==> config.mk <==
export PLATFORM = sky130hd
export DESIGN_NAME = sipo_deser_flat
export DESIGN_NICKNAME = d
export VERILOG_FILES = /design/src/rtl/sipo_pkg.sv /design/src/rtl/sipo_deser_if.sv /design/src/rtl/sipo_out_reg.sv /design/src/rtl/sipo_deser.sv /design/src/flat_wrapper.sv
export SDC_FILE = /design/constraint.sdc
export NUM_CORES = 1
export LEC_CHECK = 0
export CORE_MARGIN = 4
export CORE_UTILIZATION = 31
export CTS_CLUSTER_SIZE = 8
export DETAILED_ROUTE_END_ITERATION = 12
export GPL_ROUTABILITY_DRIVEN = 0
export HOLD_SLACK_MARGIN = 0.15
export PLACE_DENSITY_LB_ADDON = 0.1
export SYNTH_ARGS = -nofsm -noshare
export SYNTH_HDL_FRONTEND = slang
export SYNTH_SLANG_ARGS = --single-unit
export TNS_END_PERCENT = 100
==> constraint.sdc <==
create_clock -name clk -period 1.88 [get_ports clk]
set_input_delay 0.188 -clock clk [delete_from_list [all_inputs] [get_ports clk]]
set_output_delay 0.188 -clock clk [all_outputs]
set_load 0.01 [all_outputs]
==> src/rtl/sipo_pkg.sv <==
// Shared types and defaults for the serial-in/parallel-out deserializer.
package sipo_pkg;

    localparam int unsigned SIPO_WIDTH = 4;

    typedef enum logic [1:0] {
        IDLE  = 2'd0,
        SHIFT = 2'd1,
        PAR   = 2'd2
    } sipo_state_e;

endpackage

==> src/rtl/sipo_deser_if.sv <==
// Serial input and parallel output handshake bundle for sipo_deser.
interface sipo_deser_if
    import sipo_pkg::*;
#(
    parameter int unsigned WIDTH = SIPO_WIDTH
);
    logic             serin;
    logic             serin_valid;
    logic             frame_start;
    logic [WIDTH-1:0] dataout;
    logic             dataout_valid;
    logic             dataout_ready;
    logic             overflow;
    logic             parity_err;

    modport master (
        output serin, serin_valid, frame_start, dataout_ready,
        input  dataout, dataout_valid, overflow, parity_err
    );

    modport slave (
        input  serin, serin_valid, frame_start, dataout_ready,
        output dataout, dataout_valid, overflow, parity_err
    );
endinterface

==> src/rtl/sipo_out_reg.sv <==
// Output holding register: one-word buffer with valid/ready handshake and sticky overflow.
module sipo_out_reg #(
    parameter int unsigned WIDTH = 4
) (
    input  logic             clk,
    input  logic             reset,
    input  logic             load,
    input  logic [WIDTH-1:0] word,
    input  logic             ready,
    output logic [WIDTH-1:0] dataout,
    output logic             dataout_valid,
    output logic             overflow
);
    always_ff @(posedge clk) begin
        if (reset) begin
            dataout       <= '0;
            dataout_valid <= 1'b0;
            overflow      <= 1'b0;
        end else if (load) begin
            // A completion may replace the held word only if that word leaves on this edge.
            if (!dataout_valid || ready) begin
                dataout       <= word;
                dataout_valid <= 1'b1;
            end else begin
                overflow <= 1'b1;
            end
        end else if (dataout_valid && ready) begin
            dataout_valid <= 1'b0;
        end
    end
endmodule

==> src/rtl/sipo_deser.sv <==
// LSB-first serial-to-parallel deserializer feeding the PIPO register stage.
// Optional even-parity bit per frame when SIPO_PARITY_EN is defined.
module sipo_deser
    import sipo_pkg::*;
#(
    parameter int unsigned WIDTH = SIPO_WIDTH
) (
    input logic         clk,
    input logic         reset,
    sipo_deser_if.slave bus
);
    localparam int unsigned CNT_W = $clog2(WIDTH + 1);
    localparam logic [CNT_W-1:0] LAST = CNT_W'(WIDTH - 1);

    sipo_state_e      state;
    logic [CNT_W-1:0] cnt;
    logic [WIDTH-1:0] sreg;
    logic             last_bit;
    logic             load;
    logic [WIDTH-1:0] word;

    assign last_bit = bus.serin_valid && !bus.frame_start && (state == SHIFT) && (cnt == LAST);

`ifdef SIPO_PARITY_EN
    logic par_bit;
    logic par_ok;
    logic par_err;

    assign par_bit = bus.serin_valid && !bus.frame_start && (state == PAR);
    assign par_ok  = ~^{sreg, bus.serin};

    always_comb begin
        load = par_bit && par_ok;
        word = sreg;
    end

    assign bus.parity_err = par_err;
`else
    always_comb begin
        load = last_bit;
        word = {bus.serin, sreg[WIDTH-2:0]};
    end

    assign bus.parity_err = 1'b0;
`endif

    always_ff @(posedge clk) begin
        if (reset) begin
            state <= IDLE;
            cnt   <= '0;
            sreg  <= '0;
`ifdef SIPO_PARITY_EN
            par_err <= 1'b0;
`endif
        end else begin
`ifdef SIPO_PARITY_EN
            par_err <= 1'b0;
`endif
            if (bus.serin_valid) begin
                // Any new frame (explicit or implied from IDLE) restarts at bit 0.
                if (state == IDLE || bus.frame_start) begin
                    sreg  <= {{(WIDTH-1){1'b0}}, bus.serin};
                    cnt   <= CNT_W'(1);
                    state <= SHIFT;
                end else if (state == SHIFT) begin
                    sreg <= sreg | (WIDTH'(bus.serin) << cnt);
                    if (last_bit) begin
                        cnt <= '0;
`ifdef SIPO_PARITY_EN
                        state <= PAR;
`else
                        state <= IDLE;
`endif
                    end else begin
                        cnt <= cnt + CNT_W'(1);
                    end
                end else begin
                    state <= IDLE;
`ifdef SIPO_PARITY_EN
                    par_err <= !par_ok;
`endif
                end
            end
        end
    end

    sipo_out_reg #(
        .WIDTH(WIDTH)
    ) u_out_reg (
        .clk           (clk),
        .reset         (reset),
        .load          (load),
        .word          (word),
        .ready         (bus.dataout_ready),
        .dataout       (bus.dataout),
        .dataout_valid (bus.dataout_valid),
        .overflow      (bus.overflow)
    );
endmodule

==> src/flat_wrapper.sv <==
// flat-port wrapper written by rule: the top's interface ports become plain ports
module sipo_deser_flat import sipo_pkg::*;
#(
    parameter int unsigned WIDTH = SIPO_WIDTH
)
  (clk, reset, bus_serin, bus_serin_valid, bus_frame_start, bus_dataout_ready, bus_dataout, bus_dataout_valid, bus_overflow, bus_parity_err);
  sipo_deser_if #(.WIDTH(WIDTH)) bus_i ();
  input logic clk;
  input logic reset;
  input wire logic [$bits(bus_i.serin)-1:0] bus_serin;
  input wire logic [$bits(bus_i.serin_valid)-1:0] bus_serin_valid;
  input wire logic [$bits(bus_i.frame_start)-1:0] bus_frame_start;
  input wire logic [$bits(bus_i.dataout_ready)-1:0] bus_dataout_ready;
  output wire logic [$bits(bus_i.dataout)-1:0] bus_dataout;
  output wire logic [$bits(bus_i.dataout_valid)-1:0] bus_dataout_valid;
  output wire logic [$bits(bus_i.overflow)-1:0] bus_overflow;
  output wire logic [$bits(bus_i.parity_err)-1:0] bus_parity_err;
  assign bus_i.serin = bus_serin;
  assign bus_i.serin_valid = bus_serin_valid;
  assign bus_i.frame_start = bus_frame_start;
  assign bus_i.dataout_ready = bus_dataout_ready;
  assign bus_dataout = bus_i.dataout;
  assign bus_dataout_valid = bus_i.dataout_valid;
  assign bus_overflow = bus_i.overflow;
  assign bus_parity_err = bus_i.parity_err;
  sipo_deser #(.WIDTH(WIDTH)) u_core (.clk(clk), .reset(reset), .bus(bus_i));
endmodule
==> qor.yml, run 1 <==
status: "finished, final reports clean"
avgSynthCellArea_um2: 9.89
fin_skew_ns: 0.00478
clock_sinks: 13
finalSetupViolCount: 0
root_buffer: "clkbuf_4"
p_sw_share_pct: 23.4
dr.pass1.iters: 5
antenna_found_initial: 0
boundaryPins: 13
dieHeight_um: 52.1
critPathMaxFanout: 5
path_clk_slew_ns: 0.08
fmax_mhz: 665
yosys_warnings: 0
clockPowerShare_pct: 34.0
hp-class: "reg2reg"
ant_nets: 0
fin_nets: 83
wl_per_cell_um: 11.6
insertion_delay_ns: 0.27
die_area_mm2: 0.00271
finalCritPeriodShare_pct: 80.0
tns_ns: 0
fp.dieW_um: 52.1
viasPerCell: 4.75
dp_cells: 96
seq_power_share_pct: 56.2
grt_max_degree: 12
drtIter0Drc: 11
numPortBuffers: 11
leakagePower_nw: 0.268
max-vdd-ir-drop_uv: 360
post-route-min-period_ns: 1.50
grt_pass1_vias: 452
critPathKind: "reg2reg"
p_comb_share_pct: 9.8
num_vias: 475
worst-endpoint-arrival_ns: 1.71
drc: 0
p_int_uw: 392
power_switching_uw: 119
netlist_instances: 61
synth_top_area_share_pct: 43.2
slew_viol_final: 0
track_usage_pct: 10.1
wl_um: 1160
yosysTopAreaCell: "dfxtp_1"
cts_tree: "done"
core_area_mm2: 0.00178
power.density_mw_per_mm2: 664
fp-row-count: 15
synth.area.top_cells: "dfxtp_1 (43%), nand2b_1 (9.3%), mux2i_1 (6.6%)"
cts_setup_buffers: 0
holdPathStages: 2
fin_cells: 100
max_cap_violations: 0
place_hpwl_um: 868
synth.ff_latch_count: 13
cts_buffers: 3
h-tree-depth: 1
cts_max_path_buffers: 2
grt_pass1_wl_um: 1990
synth.distinct_cells: 28
reg2regPathDepth: 4
cts_hold_buffers: 0
syn_nets: 68
cts_resized: 0
critPathCaptureType: "flip-flop"
grt_setup_unrepaired: "false"
n_antenna_cell: 0
area_growth_pct: 27.6
gr-total-overflow: 0
floorplan.initialDensity_pct: 33.8
critPathRequiredTime_ns: 2.08
hold_viol_final: 0
yosysSeqAreaShare_pct: 43.2
syn_area_um2: 603
layout-drive-gt1-share_pct: 14.7
start_kind: "flip-flop"
[through the flow]
stage	hold slack (ns)	total power, mW	worst slack [ns]	utilization, %	instance area, µm²
floorplan	0.343	0.324	0.571	-	603
finish	0.472	0.511	0.377	43.2	769
CTS	0.478	0.515	0.381	43.2	769
global route	0.484	0.539	0.279	43.2	769
detailed placement	0.467	0.343	0.260	41.7	743
global placement	0.463	0.344	0.261	41.7	743
[area by class of cell]
cell class | count | area (µm²)
clock buffer | 4 | 26.3
fill | 186 | 1010
inverter | 2 | 7.51
multi-input combinational | 43 | 319
sequential | 13 | 260
tap | 25 | 31.3
timing repair buffer | 13 | 125
[sequential cells by signal, indices dropped and copies added, names as in the netlist]
name,count
u_core.u_out_reg.dataout_valid,1
u_core.cnt,3
u_core.state,1
u_core.u_out_reg.overflow,1
u_core.u_out_reg.dataout,4
u_core.sreg,3
[power by group through the flow]
stage          Sequential [mW]  Clock (mW)  Combinational, mW
2_1_floorplan            0.292           0             0.0318
3_3_place_gp             0.294           0             0.0503
3_5_place_dp             0.293           0             0.0499
4_1_cts                  0.287       0.178             0.0502
5_1_grt                  0.288       0.195             0.0563
6_report                 0.287       0.174             0.0502
[per-layer routing]
metal / vias up / wire length [µm] / track usage, %
met5: - / 0 / 0
met4: 0 / 9 / 5.24
met1: 218 / 572 / 12.9
met3: 2 / 69 / 2.58
met2: 13 / 504 / 15.5
li1: 242 / - / -
[path summary, 6_finish.rpt]
check | start | endpoint | slack, ns
worst max-delay path | u_core.cnt[0]$_SDFFE_PP0P_ | u_core.u_out_reg.dataout[2]$_SDFFE_PP0P_ | 0.38
worst min-delay path | u_core.u_out_reg.dataout[0]$_SDFFE_PP0P_ | u_core.u_out_reg.dataout[0]$_SDFFE_PP0P_ | 0.47
worst max register to register | u_core.cnt[0]$_SDFFE_PP0P_ | u_core.u_out_reg.dataout[2]$_SDFFE_PP0P_ | 0.38
worst min register to register | u_core.u_out_reg.dataout[0]$_SDFFE_PP0P_ | u_core.u_out_reg.dataout[0]$_SDFFE_PP0P_ | 0.47
[layout by cell type (no fill, tap or decap), types with 2 or more instances in the layout]
master / netlist / routed
a41oi_1: 2 / 2
clkbuf_4: 0 / 3
nand2b_1: 9 / 9
clkdlybuf4s50_1: 0 / 11
buf_4: 1 / 2
mux2i_1: 4 / 4
nor2b_1: 3 / 3
dfxtp_1: 13 / 13
nor3_1: 3 / 3
and3_1: 2 / 2
nor2_1: 3 / 3
a21oi_1: 3 / 3
[cell families (layout without fill, tap and decap cells)]
logic type	count (synthesis)	after routing	share of synthesized area [%]
adders and majority gates	1	1	2.07
DFF	13	13	43.2
muxes	4	4	6.64
and+or+nand+nor	28	28	33.4
buffers and inverters	5	19	3.94
other	1	1	0.622
AOI/OAI and AO/OA	9	9	10.2
[critical path, stage by stage, from the launching register on]
cell and delay, ns:
dfxtp_1 0.41, ha_1 0.27, inv_2 0.08, nor4b_4 0.45
mux2i_1 0.23
[Yosys cell counts, drive strengths merged]
cell and count:
a21oi 3, a221oi 1, a31oi 1, a41oi 2, and2b 1, and3 2, and4bb 1, buf 2
clkbuf 1, conb 1, dfxtp 13, ha 1, inv 2, mux2i 4, nand2 1, nand2b 10
nand4b 1, nor2 3, nor2b 4, nor3 3, nor3b 1, nor4b 1, o2111ai 1, o21ai 1
Note: power is estimated with default switching activity, not from simulation.
==> run 2, diff against run 1 <==
Clock period 1.88 ns to 1.2 ns, I/O delays scaled along.
==> run 2 against run 1 <==
First-iteration DRC count fell by 73%. Sequential share of layout area is 3.9 points lower. Clock-buffer cell count unchanged. Highest routed layer unchanged. Worst hold slack better by 0.0073 ns. Final area up 15%. Die area did not move. Via count rose by 8.8%. Critical endpoint unchanged. Sequential cell count stayed put. Power rose by 64%.
==> qor.yml, run 2 (synthesis results as in run 1) <==
max_cap_violations: 0
crit_start: "u_core.cnt[0]$_SDFFE_PP0P_"
layout_common_cells: "buf_4 (15), dfxtp_1 (11), nand2b_1 (9)"
area_growth_pct: 47.1
root_buffer: "clkbuf_4"
use_met1_pct: 13.7
boundaryPins: 13
fmax_mhz: 835
holdPathStages: 2
hp-start: "u_core.sreg[1]$_SDFFE_PP0P_"
cts_buffers: 3
grt_max_degree: 12
use_met3_pct: 6.02
cts_tree: "done"
finalSetupViolCount: 0
dieHeight_um: 52.1
grt_pass1_wl_um: 2280
regMostFlops: "u_core.u_out_reg.dataout"
seq_area_um2: 265
nFillCells: 185
start_kind: "flip-flop"
clockPowerShare_pct: 33.1
finalCritPeriodShare_pct: 99.8
floorplan.initialDensity_pct: 33.8
multiInputGateArea_um2: 342
clock_sinks: 13
power.density_mw_per_mm2: 945
p_int_uw: 638
post-route-min-period_ns: 1.20
timing.rr.start: "u_core.cnt[0]$_SDFFE_PP0P_"
wl_um: 1300
path_clk_slew_ns: 0.09
track_usage_pct: 11.8
critPathRequiredTime_ns: 1.42
max-vdd-ir-drop_uv: 599
h-tree-depth: 1
dr.pass1.iters: 3
insertion_delay_ns: 0.28
p_comb_share_pct: 13.2
worst-endpoint-arrival_ns: 1.42
ant_nets: 0
n_antenna_cell: 0
core_area_mm2: 0.00178
rrSetupSlack_ns: 0.002
power_uw: 838
die_area_mm2: 0.00271
drtIter0Drc: 3
reg2regPathDepth: 5
power_switching_uw: 200
reg2reg_to: "u_core.u_out_reg.dataout[2]$_SDFFE_PP0P_"
critPathMaxFanout: 4
grt_busiest_layer: "met2"
largest_register_ffs: 4
wl_per_cell_um: 11.5
fp.dieW_um: 52.1
layout_commonest_cell: "buf_4"
hp-class: "reg2reg"
viasPerCell: 4.58
cts_max_path_buffers: 2
leakagePower_nw: 0.364
seq_power_share_pct: 53.7
hold_ws_ns: 0.479
antenna_found_initial: 0
fin_skew_ns: 0.0107
p_sw_share_pct: 23.9
hold_viol_final: 0
grt_setup_unrepaired: "true"
place_hpwl_um: 987
drc: 0
min_to: "u_core.u_out_reg.dataout[1]$_SDFFE_PP0P_"
slew_viol_final: 0
status: "finished, final reports clean"
cts_hold_buffers: 0
reg_top3: "u_core.u_out_reg.dataout (4), u_core.cnt (3), u_core.sreg (3)"
gr-total-overflow: 0
grt_pass1_vias: 529
gr-usage-met2_pct: 18.6
layout-drive-gt1-share_pct: 33.0
fp-row-count: 15
numPortBuffers: 11
num_vias: 517
critPathKind: "reg2reg"
critPathCaptureType: "flip-flop"
fin_nets: 96
==> run 2: changes by cell type in the layout (fill, tap and decap cells not counted), sizes merged <==
cell and change:
buf +13, clkdlybuf4s50 -6, dlygate4sd2 +6
==> run 2: metal layers <==
layer	up-vias	part of all wire (%)
li1	267	-
met1	233	47
met2	13	46
met3	4	5.6
met4	0	1.5
met5	-	0
==> run 2: area by class of cell <==
class                           instances  share of cell area (%)
Multi-Input combinational cell         43                    38.5
Inverter                                2                   0.846
Timing Repair Buffer                   26                    24.3
Tap cell                               25                    3.53
Clock buffer                            4                    2.96
Sequential cell                        13                    29.9
==> run 2: critical path, stage by stage (launching register included) <==
cell and delay [ns]:
dfxtp_4 0.37, ha_4 0.13, inv_2 0.04, nor4b_4 0.23
buf_4 0.18, mux2i_1 0.18
==> run 2: power by group through the flow <==
stage	clock network, mW	registers, mW	logic, mW
finish	0.277	0.450	0.111
global route	0.305	0.452	0.124
CTS	0.287	0.449	0.109
detailed placement	0	0.462	0.103
global placement	0	0.461	0.103
floorplan	0	0.459	0.0502
==> run 2: per-stage QoR <==
step           instances  setup slack, ns  setup TNS (ns)  utilization (%)  area, µm²
2_1_floorplan         61          0.00495               0                -        618
3_3_place_gp         108           -0.254           -1.95             47.6        848
3_5_place_dp         108           -0.225           -1.81             47.6        848
4_1_cts              113         -0.00395        -0.00395             49.2        877
5_1_grt              113          -0.0828          -0.295             49.8        887
6_report             113          0.00204               0             49.8        887
==> run 2: what timing repair did <==
item                                    in CTS  in global routing
buffers inserted                             1                  0
endpoints found under the setup margin      10                  6
gates resized for setup                      7                  2
==> run 2: worst max path at each step <==
stage                                               endpoint  slack [ns]
finish              u_core.u_out_reg.dataout[2]$_SDFFE_PP0P_       0.002
CTS                 u_core.u_out_reg.dataout[2]$_SDFFE_PP0P_      -0.004
global route        u_core.u_out_reg.dataout[2]$_SDFFE_PP0P_       -0.08
global placement    u_core.u_out_reg.dataout[2]$_SDFFE_PP0P_       -0.25
floorplan           u_core.u_out_reg.dataout[0]$_SDFFE_PP0P_       0.005
detailed placement  u_core.u_out_reg.dataout[3]$_SDFFE_PP0P_       -0.22
==> run 3, diff against run 2 <==
Settings changed: CTS_CLUSTER_DIAMETER set to 60.
==> results of run 3 <==
No change in the layout: final DEF, timing and power equal those of run 2.
